===== src/rtl/ram8_arb_pkg.sv =====
// Shared constants and state encoding for the RAM8 round-robin arbiter.
package ram8_arb_pkg;

    localparam int unsigned DataW  = 16;
    localparam int unsigned NumReq = 8;
    localparam int unsigned AddrW  = 3;
    localparam int unsigned IdxW   = 3;

    typedef enum logic [1:0] {
        StIdle  = 2'd0,
        StIssue = 2'd1,
        StDone  = 2'd2
    } state_e;

endpackage


===== src/rtl/rr_picker.sv =====
// Combinational round-robin picker: first set request at or above ptr, wrapping 7 -> 0.
module rr_picker
    import ram8_arb_pkg::*;
(
    input  logic [NumReq-1:0] req,
    input  logic [IdxW-1:0]   ptr,
    output logic              found,
    output logic [IdxW-1:0]   idx
);

    logic [2*NumReq-1:0] dbl;
    logic [NumReq-1:0]   rot;
    logic [IdxW-1:0]     off;

    // Rotate so the bit at ptr lands in position 0.
    assign dbl = {req, req} >> ptr;
    assign rot = dbl[NumReq-1:0];

    always_comb begin
        off = '0;
        for (int i = NumReq - 1; i >= 0; i--) begin
            if (rot[i]) begin
                off = IdxW'(i);
            end
        end
    end

    assign found = |req;
    assign idx   = off + ptr;

endmodule


===== src/rtl/ram8_arbiter.sv =====
// Round-robin arbiter serialising 8 requesters onto one RAM8 port.
// Each access takes three cycles: IDLE pick, ISSUE memory cycle, DONE ack.
module ram8_arbiter
    import ram8_arb_pkg::*;
#(
    parameter int unsigned WIDTH  = ram8_arb_pkg::DataW,
    parameter int unsigned N_REQ  = ram8_arb_pkg::NumReq,
    parameter int unsigned ADDR_W = ram8_arb_pkg::AddrW
) (
    input  logic                    clk,
    input  logic                    rst_n,
    input  logic [N_REQ-1:0]        req,
    input  logic [N_REQ-1:0]        we,
    input  logic [N_REQ*ADDR_W-1:0] addr,
    input  logic [N_REQ*WIDTH-1:0]  wdata,
    output logic [N_REQ-1:0]        ack,
    output logic [WIDTH-1:0]        rdata,
    output logic [2:0]              grant_idx,
    output logic                    busy,
    output logic [ADDR_W-1:0]       mem_addr,
    output logic                    mem_load,
    output logic [WIDTH-1:0]        mem_in,
    input  logic [WIDTH-1:0]        mem_out
);

    state_e              state_q, state_d;
    logic [2:0]          ptr_q, ptr_d;
    logic [N_REQ-1:0]    ack_q, ack_d;
    logic [WIDTH-1:0]    rdata_q, rdata_d;
    logic [2:0]          grant_q, grant_d;
    logic                busy_q, busy_d;
    logic [ADDR_W-1:0]   maddr_q, maddr_d;
    logic                mload_q, mload_d;
    logic [WIDTH-1:0]    min_q, min_d;

    logic                pick_found;
    logic [2:0]          pick_idx;

    rr_picker u_picker (
        .req   (req),
        .ptr   (ptr_q),
        .found (pick_found),
        .idx   (pick_idx)
    );

    always_comb begin
        state_d = state_q;
        ptr_d   = ptr_q;
        ack_d   = '0;
        rdata_d = rdata_q;
        grant_d = grant_q;
        busy_d  = busy_q;
        maddr_d = maddr_q;
        mload_d = 1'b0;
        min_d   = min_q;
        unique case (state_q)
            StIdle: begin
                if (pick_found) begin
                    state_d = StIssue;
                    grant_d = pick_idx;
                    maddr_d = addr[int'(pick_idx)*ADDR_W +: ADDR_W];
                    min_d   = wdata[int'(pick_idx)*WIDTH +: WIDTH];
                    mload_d = we[pick_idx];
                    busy_d  = 1'b1;
                end
            end
            StIssue: begin
                // A write echoes its own data back as the read result.
                rdata_d        = mload_q ? min_q : mem_out;
                ack_d[grant_q] = 1'b1;
                state_d        = StDone;
            end
            StDone: begin
                ptr_d   = grant_q + 3'd1;
                busy_d  = 1'b0;
                state_d = StIdle;
            end
            default: state_d = StIdle;
        endcase
    end

    always_ff @(posedge clk or negedge rst_n) begin
        if (!rst_n) begin
            state_q <= StIdle;
            ptr_q   <= '0;
            ack_q   <= '0;
            rdata_q <= '0;
            grant_q <= '0;
            busy_q  <= 1'b0;
            maddr_q <= '0;
            mload_q <= 1'b0;
            min_q   <= '0;
        end else begin
            state_q <= state_d;
            ptr_q   <= ptr_d;
            ack_q   <= ack_d;
            rdata_q <= rdata_d;
            grant_q <= grant_d;
            busy_q  <= busy_d;
            maddr_q <= maddr_d;
            mload_q <= mload_d;
            min_q   <= min_d;
        end
    end

    assign ack       = ack_q;
    assign rdata     = rdata_q;
    assign grant_idx = grant_q;
    assign busy      = busy_q;
    assign mem_addr  = maddr_q;
    assign mem_load  = mload_q;
    assign mem_in    = min_q;

endmodule


===== config.mk =====
export PLATFORM = sky130hd
export DESIGN_NAME = ram8_arbiter
export DESIGN_NICKNAME = d
export VERILOG_FILES = /design/src/rtl/ram8_arb_pkg.sv /design/src/rtl/rr_picker.sv /design/src/rtl/ram8_arbiter.sv
export SDC_FILE = /design/constraint.sdc
export NUM_CORES = 1
export LEC_CHECK = 0
export CORE_MARGIN = 4
export CORE_UTILIZATION = 39
export DETAILED_ROUTE_END_ITERATION = 10
export PLACE_DENSITY_LB_ADDON = 0.2
export SYNTH_ARGS = -nofsm -noshare
export SYNTH_HDL_FRONTEND = slang
export SYNTH_SLANG_ARGS = --single-unit
export TNS_END_PERCENT = 10

===== constraint.sdc =====
create_clock -name clk -period 4.25 [get_ports clk]
set_clock_uncertainty 0.2 [all_clocks]
set_input_delay 0.85 -clock clk [delete_from_list [all_inputs] [get_ports clk]]
set_output_delay 0.85 -clock clk [all_outputs]
set_load 0.01 [all_outputs]

### Word level (Yosys, flattened, before mapping)

Cells that the tools add are included.

* register bits after elaboration: 53
* latch bits: 0
* RAM bits: 0
* bits in read-only memories: 0
* bits of input ports: 186
* output and inout bits: 48
* word-level logic and storage cells: 47
* memories kept: 0

* add/subtract/negate cells: 2
* multipliers: 1
* div/mod/pow operators: 0
* magnitude comparators: 3
* equal/unequal tests: 3
* shifts and indexed selects: 3
* muxes and demuxes: 20
* bitwise gates (word level): 0
* reductions and logical operators: 6

Operator list (count)
* $shiftx A128 B8 Y16: 1
* $mux W3: 8
* $shiftx A24 B6 Y3: 1
* $mux W16: 1
* $shr A16 B3 Y8: 1
* $lt A3 B4 Y1 const B: 2
* $mux W8: 1
* $reduce_or A8 Y1: 1
* $mul A3 B2 Y5 const B: 1
* $mux W1: 5
* $pmux W2 S2: 1
* $reduce_and A2 Y1: 2
* $add A3 B1 Y3 const B: 1
* $add A3 B3 Y3: 1
* $bmux W1 S3: 1
* $demux W1 S3: 1
* $ge A3 B1 Y1 const B: 1
* $eq A2 B1 Y1 const B: 1
* $eq A2 B2 Y1 const B: 1
* $logic_not A2 Y1: 1
* $mux W2: 1
* $ne A2 B2 Y1 const B: 1
* $pmux W1 S2: 1
* $reduce_bool A2 Y1: 1
* $logic_and A1 B1 Y1: 1

### Longest topological paths before layout

* depth after elaboration: 14
* gate-level depth with buffers: 17
* depth with buffers taken out: 14

### Hierarchy

A second synthesis with hierarchy kept.

* cell total of the unflattened synthesis: 370
* area total of the unflattened synthesis: 3895.0 sq um

By module, submodules not included
* ram8_arbiter: instances 1, cells each 320, area an instance 3375.7 sq um, seq. area each 1326.3 sq um
* rr_picker: instances 1, cells each 50, area an instance 519.2 sq um, seq. area each 0.0 sq um

### Least setup slack after synthesis

Ideal clock, no wire load.

* path kind: input port to flip-flop
* start point: input port req[4]
* end point: register min_q[10] (netlist: mem_in[10])
* library setup time: 131 ps
* arrival: 3523 ps
* required time: 3919 ps
* setup slack: 396 ps
* stages: 13
* buffers on the path: 3
* cell sequence: buf_2 mux2_2 nor2_1 a31oi_1 o22ai_1 a31o_2 a21o_1 ha_1 clkbuf_1 clkbuf_1 mux4_2 nand4_1 o211ai_1

* word-level cells in the longest chain between the ends: 11
* elaborated cells between the ends (all ways): 13
* classes of those cells: add/sub: 1; shift: 2; mux: 8; reduce/logical: 2

Ends and longest elaborated chain
* start, declared: RTL line ram8_arbiter.sv:12 `input logic [N_REQ-1:0] req,`
* $shr A16 B3 Y8 *: RTL line rr_picker.sv:16 `assign dbl = {req, req} >> ptr;`
* $mux W3 (7 in a row): RTL line rr_picker.sv:22 `if (rot[i]) begin`
* $mux W3 *: RTL line rr_picker.sv:22
* $add A3 B3 Y3 *: RTL line rr_picker.sv:29 `assign idx = off + ptr;`
* net pick_idx[0]: RTL line ram8_arbiter.sv:37 `logic [2:0] pick_idx;`
* $shiftx A128 B8 Y16 *: RTL line ram8_arbiter.sv:62 `min_d = wdata[int'(pick_idx)*WIDTH +: WIDTH];`
* end signal, assigned: RTL line ram8_arbiter.sv:102 `min_q <= min_d;`
* end, declared: RTL line ram8_arbiter.sv:34 `logic [WIDTH-1:0] min_q, min_d;`

The timed path passes the listed nets; every way through them passes the cells marked *.
A chain may end at the register's enable or synchronous reset.

### Worst setup path after layout

* start point: input port req[2]
* end point: register min_q[1] (netlist: mem_in[1])

* word-level cells in the longest chain between the ends: 11
* elaborated cells between the ends (all ways): 13
* classes of those cells: add/sub: 1; shift: 2; mux: 8; reduce/logical: 2

Ends and longest elaborated chain (RTL line)
* $shr A16 B3 Y8: rr_picker.sv:16
* $mux W3 (8 in a row): rr_picker.sv:22
* $add A3 B3 Y3: rr_picker.sv:29
* $shiftx A128 B8 Y16: ram8_arbiter.sv:62

Parallel ways exist; a longest one is shown, timed or not.

==> results.json <==
{
  "status": "completed",
  "nets": 806,
  "grt_max_degree": 49,
  "yosysWarnings": 0,
  "synth_top_area_cell": "dfrtp_1",
  "finalHoldViolCount": 0,
  "synth_most_common_cell": "nand2_1",
  "htree_levels": 2,
  "synth_area_per_cell_um2": 10.2,
  "synthTopCellsByArea": "dfrtp_1 (33%), mux4_2 (23%), nand2_1 (6.9%)",
  "hp-class": "input port to async pin",
  "synth.top_cell.area_share_pct": 33.4,
  "synth_cell_types": 50,
  "internal_power_w": 0.00327,
  "relSlewSlack_pct": 21.6,
  "switching_power_w": 0.00239,
  "power.total_w": 0.00566,
  "drive_gt1_share_pct": 14.9,
  "p_leak_nw": 2.58,
  "final_util_pct": 67.5,
  "period_needed_ns": 4.00,
  "via_per_inst": 5.41,
  "synth_seq_cells": 53,
  "grt_pass1_wl_um": 22300,
  "wl_per_cell_um": 19.6,
  "max_cap_viol_count": 0,
  "place_ws_ns": -0.0870,
  "max-vdd-ir-drop_v": 0.000716,
  "netlist_area_um2": 3970,
  "fin_crit_sh_pct": 94.2,
  "cp-start-kind": "input port",
  "rows": 36,
  "first_iter_violations": 195,
  "vias": 4064,
  "clock-sinks": 53,
  "sw_frac_of_total_pct": 42.2,
  "crit_slowest_cell": "fa_2",
  "setup_violations": 0,
  "worst_pin_slew_ns": 1.17,
  "crit_path_cell_trace": "clkdlybuf4s50_1, nor2b_4, a211oi_2, or3_1, a21oi_1, a2111oi_0, fa_2, buf_12, mux4_2, nand4_1, o211ai_1",
  "cts_tree": "built",
  "async_flop_share_pct": 100,
  "ioPinCount": 234,
  "synth_edf_count": 0,
  "wirelength_um": 14700,
  "firstDrtPassIters": 4,
  "hpwl_um": 12400,
  "grt_pass1_vias": 4177,
  "drcViolationCount": 0,
  "cpLargestDelayFamily": "compound AO/OA/AOI/OAI gates",
  "path_buf_inv": 2,
  "clock_latency_ns": 0.31,
  "endpoint_kind": "flip-flop",
  "finalNonFillerCells": 751,
  "rsz0062_at_grt": "false",
  "numCtsBuffers": 5,
  "seq_power_share_pct": 17.6,
  "setup_ws_ns": 0.245,
  "initial_core_util_pct": 40.4,
  "worst-r2r-cell-count": 10,
  "syn_nets": 578,
  "dp_cells": 743,
  "cts-root-buf": "clkbuf_8",
  "power_frac_comb_pct": 77.1,
  "antenna_found_initial": 0,
  "maxSlewViolCount": 0,
  "critPathArrivalTime_ns": 4.00,
  "chipWidth_um": 109,
  "crit_path_max_fanout": 22,
  "fp.dieH_um": 109,
  "gp_congestion": 0.874,
  "grt_overflow": 0,
  "pwr-share-clk_pct": 5.3,
  "diodes": 0,
  "fmaxAchievable_mhz": 250,
  "ys.flop_type": "dfrtp_1",
  "drtAntennaViolNets": 0,
  "crit_cells": 11,
  "netlist_top_cells_count": "nand2_1 (73), dfrtp_1 (53), mux4_2 (40)",
  "synthCells": 389,
  "p_per_area_nw_per_um2": 853,
  "clkTransAtPathRegs_ns": 0.10,
  "grt.total_usage_pct": 24.5,
  "required_ns": 4.24,
  "synthToLayoutAreaGrowth_pct": 67.1,
  "coreArea_um2": 9820,
  "clk_path_buf_depth": 2,
  "die_area_um2": 11900,
  "critPathMaxStageDelay_ns": 0.62,
  "yosysSeqAreaShare_pct": 33.4,
  "io_buffers": 233,
  "post-cts-setup-buffer-count": 0,
  "critical_path_class": "input port to flip-flop"
}
-- power by group through the flow --
stage / Sequential [W] / Clock (W) / Combinational (W)
finish: 0.000996 / 0.000300 / 0.00436
global route: 0.00104 / 0.000325 / 0.00473
CTS: 0.000999 / 0.000307 / 0.00440
detailed placement: 0.00101 / 0 / 0.00439
global placement: 0.00100 / 0 / 0.00429
floorplan: 0.000982 / 0 / 0.00292
-- final cells by class --
cell class                 instances  area, um^2
clock inverter                     3        26.3
multi-input combinational        289        2430
clock buffer                       5        68.8
sequential                        53        1330
tap                              133         166
timing repair buffer             259        2580
inverter                           9        33.8
fill                             833        3190
-- path summary, 6_finish.rpt --
path / startpoint / end / slack (ns)
min: rst_n / mem_load$_DFF_PN0_ / 0.16
min in group clk: rdata[6]$_DFFE_PN0P_ / rdata[6]$_DFFE_PN0P_ / 0.29
max reg2reg: ptr_q[0]$_DFFE_PN0P_ / mem_in[1]$_DFFE_PN0P_ / 0.51
max: req[2] / mem_in[1]$_DFFE_PN0P_ / 0.25
max in group asynchronous: rst_n / ptr_q[0]$_DFFE_PN0P_ / 2.86
min reg2reg: rdata[6]$_DFFE_PN0P_ / rdata[6]$_DFFE_PN0P_ / 0.29
-- cell usage in the layout (no fill, tap or decap), types with 2 or more instances in the layout --
cell	n
nor2b_1	4
o211ai_1	21
o22ai_1	2
nor4_1	3
a211oi_1	3
clkdlybuf4s50_1	231
nor3_1	7
a2111oi_0	2
clkinv_4	2
dfrtp_1	53
inv_1	8
clkbuf_8	5
buf_12	4
a21oi_1	10
mux2i_1	19
nand2b_1	6
a21o_1	5
buf_4	21
a31oi_1	3
mux4_2	40
o21ai_0	24
nor4_2	2
nand4_1	19
or3_1	4
mux2_2	4
nand3_1	4
nor2_1	11
nand2_1	73
nor3b_1	2
-- layer usage --
metal / vias to the layer above / part of all wire [%] / track usage [%]
li1: 1929 / - / -
met1: 1952 / 40 / 32.0
met2: 165 / 52 / 42.6
met3: 18 / 6.5 / 4.32
met4: 0 / 1.7 / 5.32
met5: - / 0 / 0
-- repair_timing --
action	CTS	global route
resized for setup	0	2
endpoints found under the setup margin	0	3
hold buffers	0	0
-- cells by family after synthesis --
logic type | after synthesis | share of synthesized area, %
simple gates | 138 | 16.7
compound gates | 84 | 14.4
mux | 63 | 28.6
flops | 53 | 33.4
buf+inv | 47 | 5.46
fa+ha+maj | 3 | 1.14
xor+xnor | 1 | 0.221
-- stage by stage --
stage | cell area, um^2 | setup TNS (ns) | hold WS (ns)
after global routing | 6630 | 0 | 0.152
after detailed placement | 6530 | -1.03 | 0.271
after global placement | 6530 | -0.352 | 0.263
after CTS | 6620 | 0 | 0.156
after floorplan | 3970 | 0 | 0.315
final | 6630 | 0 | 0.163
-- sequential cells by signal, summed over array words and instances, names as in the netlist --
signal,cells
ack,8
busy,1
grant_idx,3
mem_addr,3
mem_in,16
mem_load,1
ptr_q,3
rdata,16
state_q,2
No activity file was read; power rests on OpenSTA's default activity.
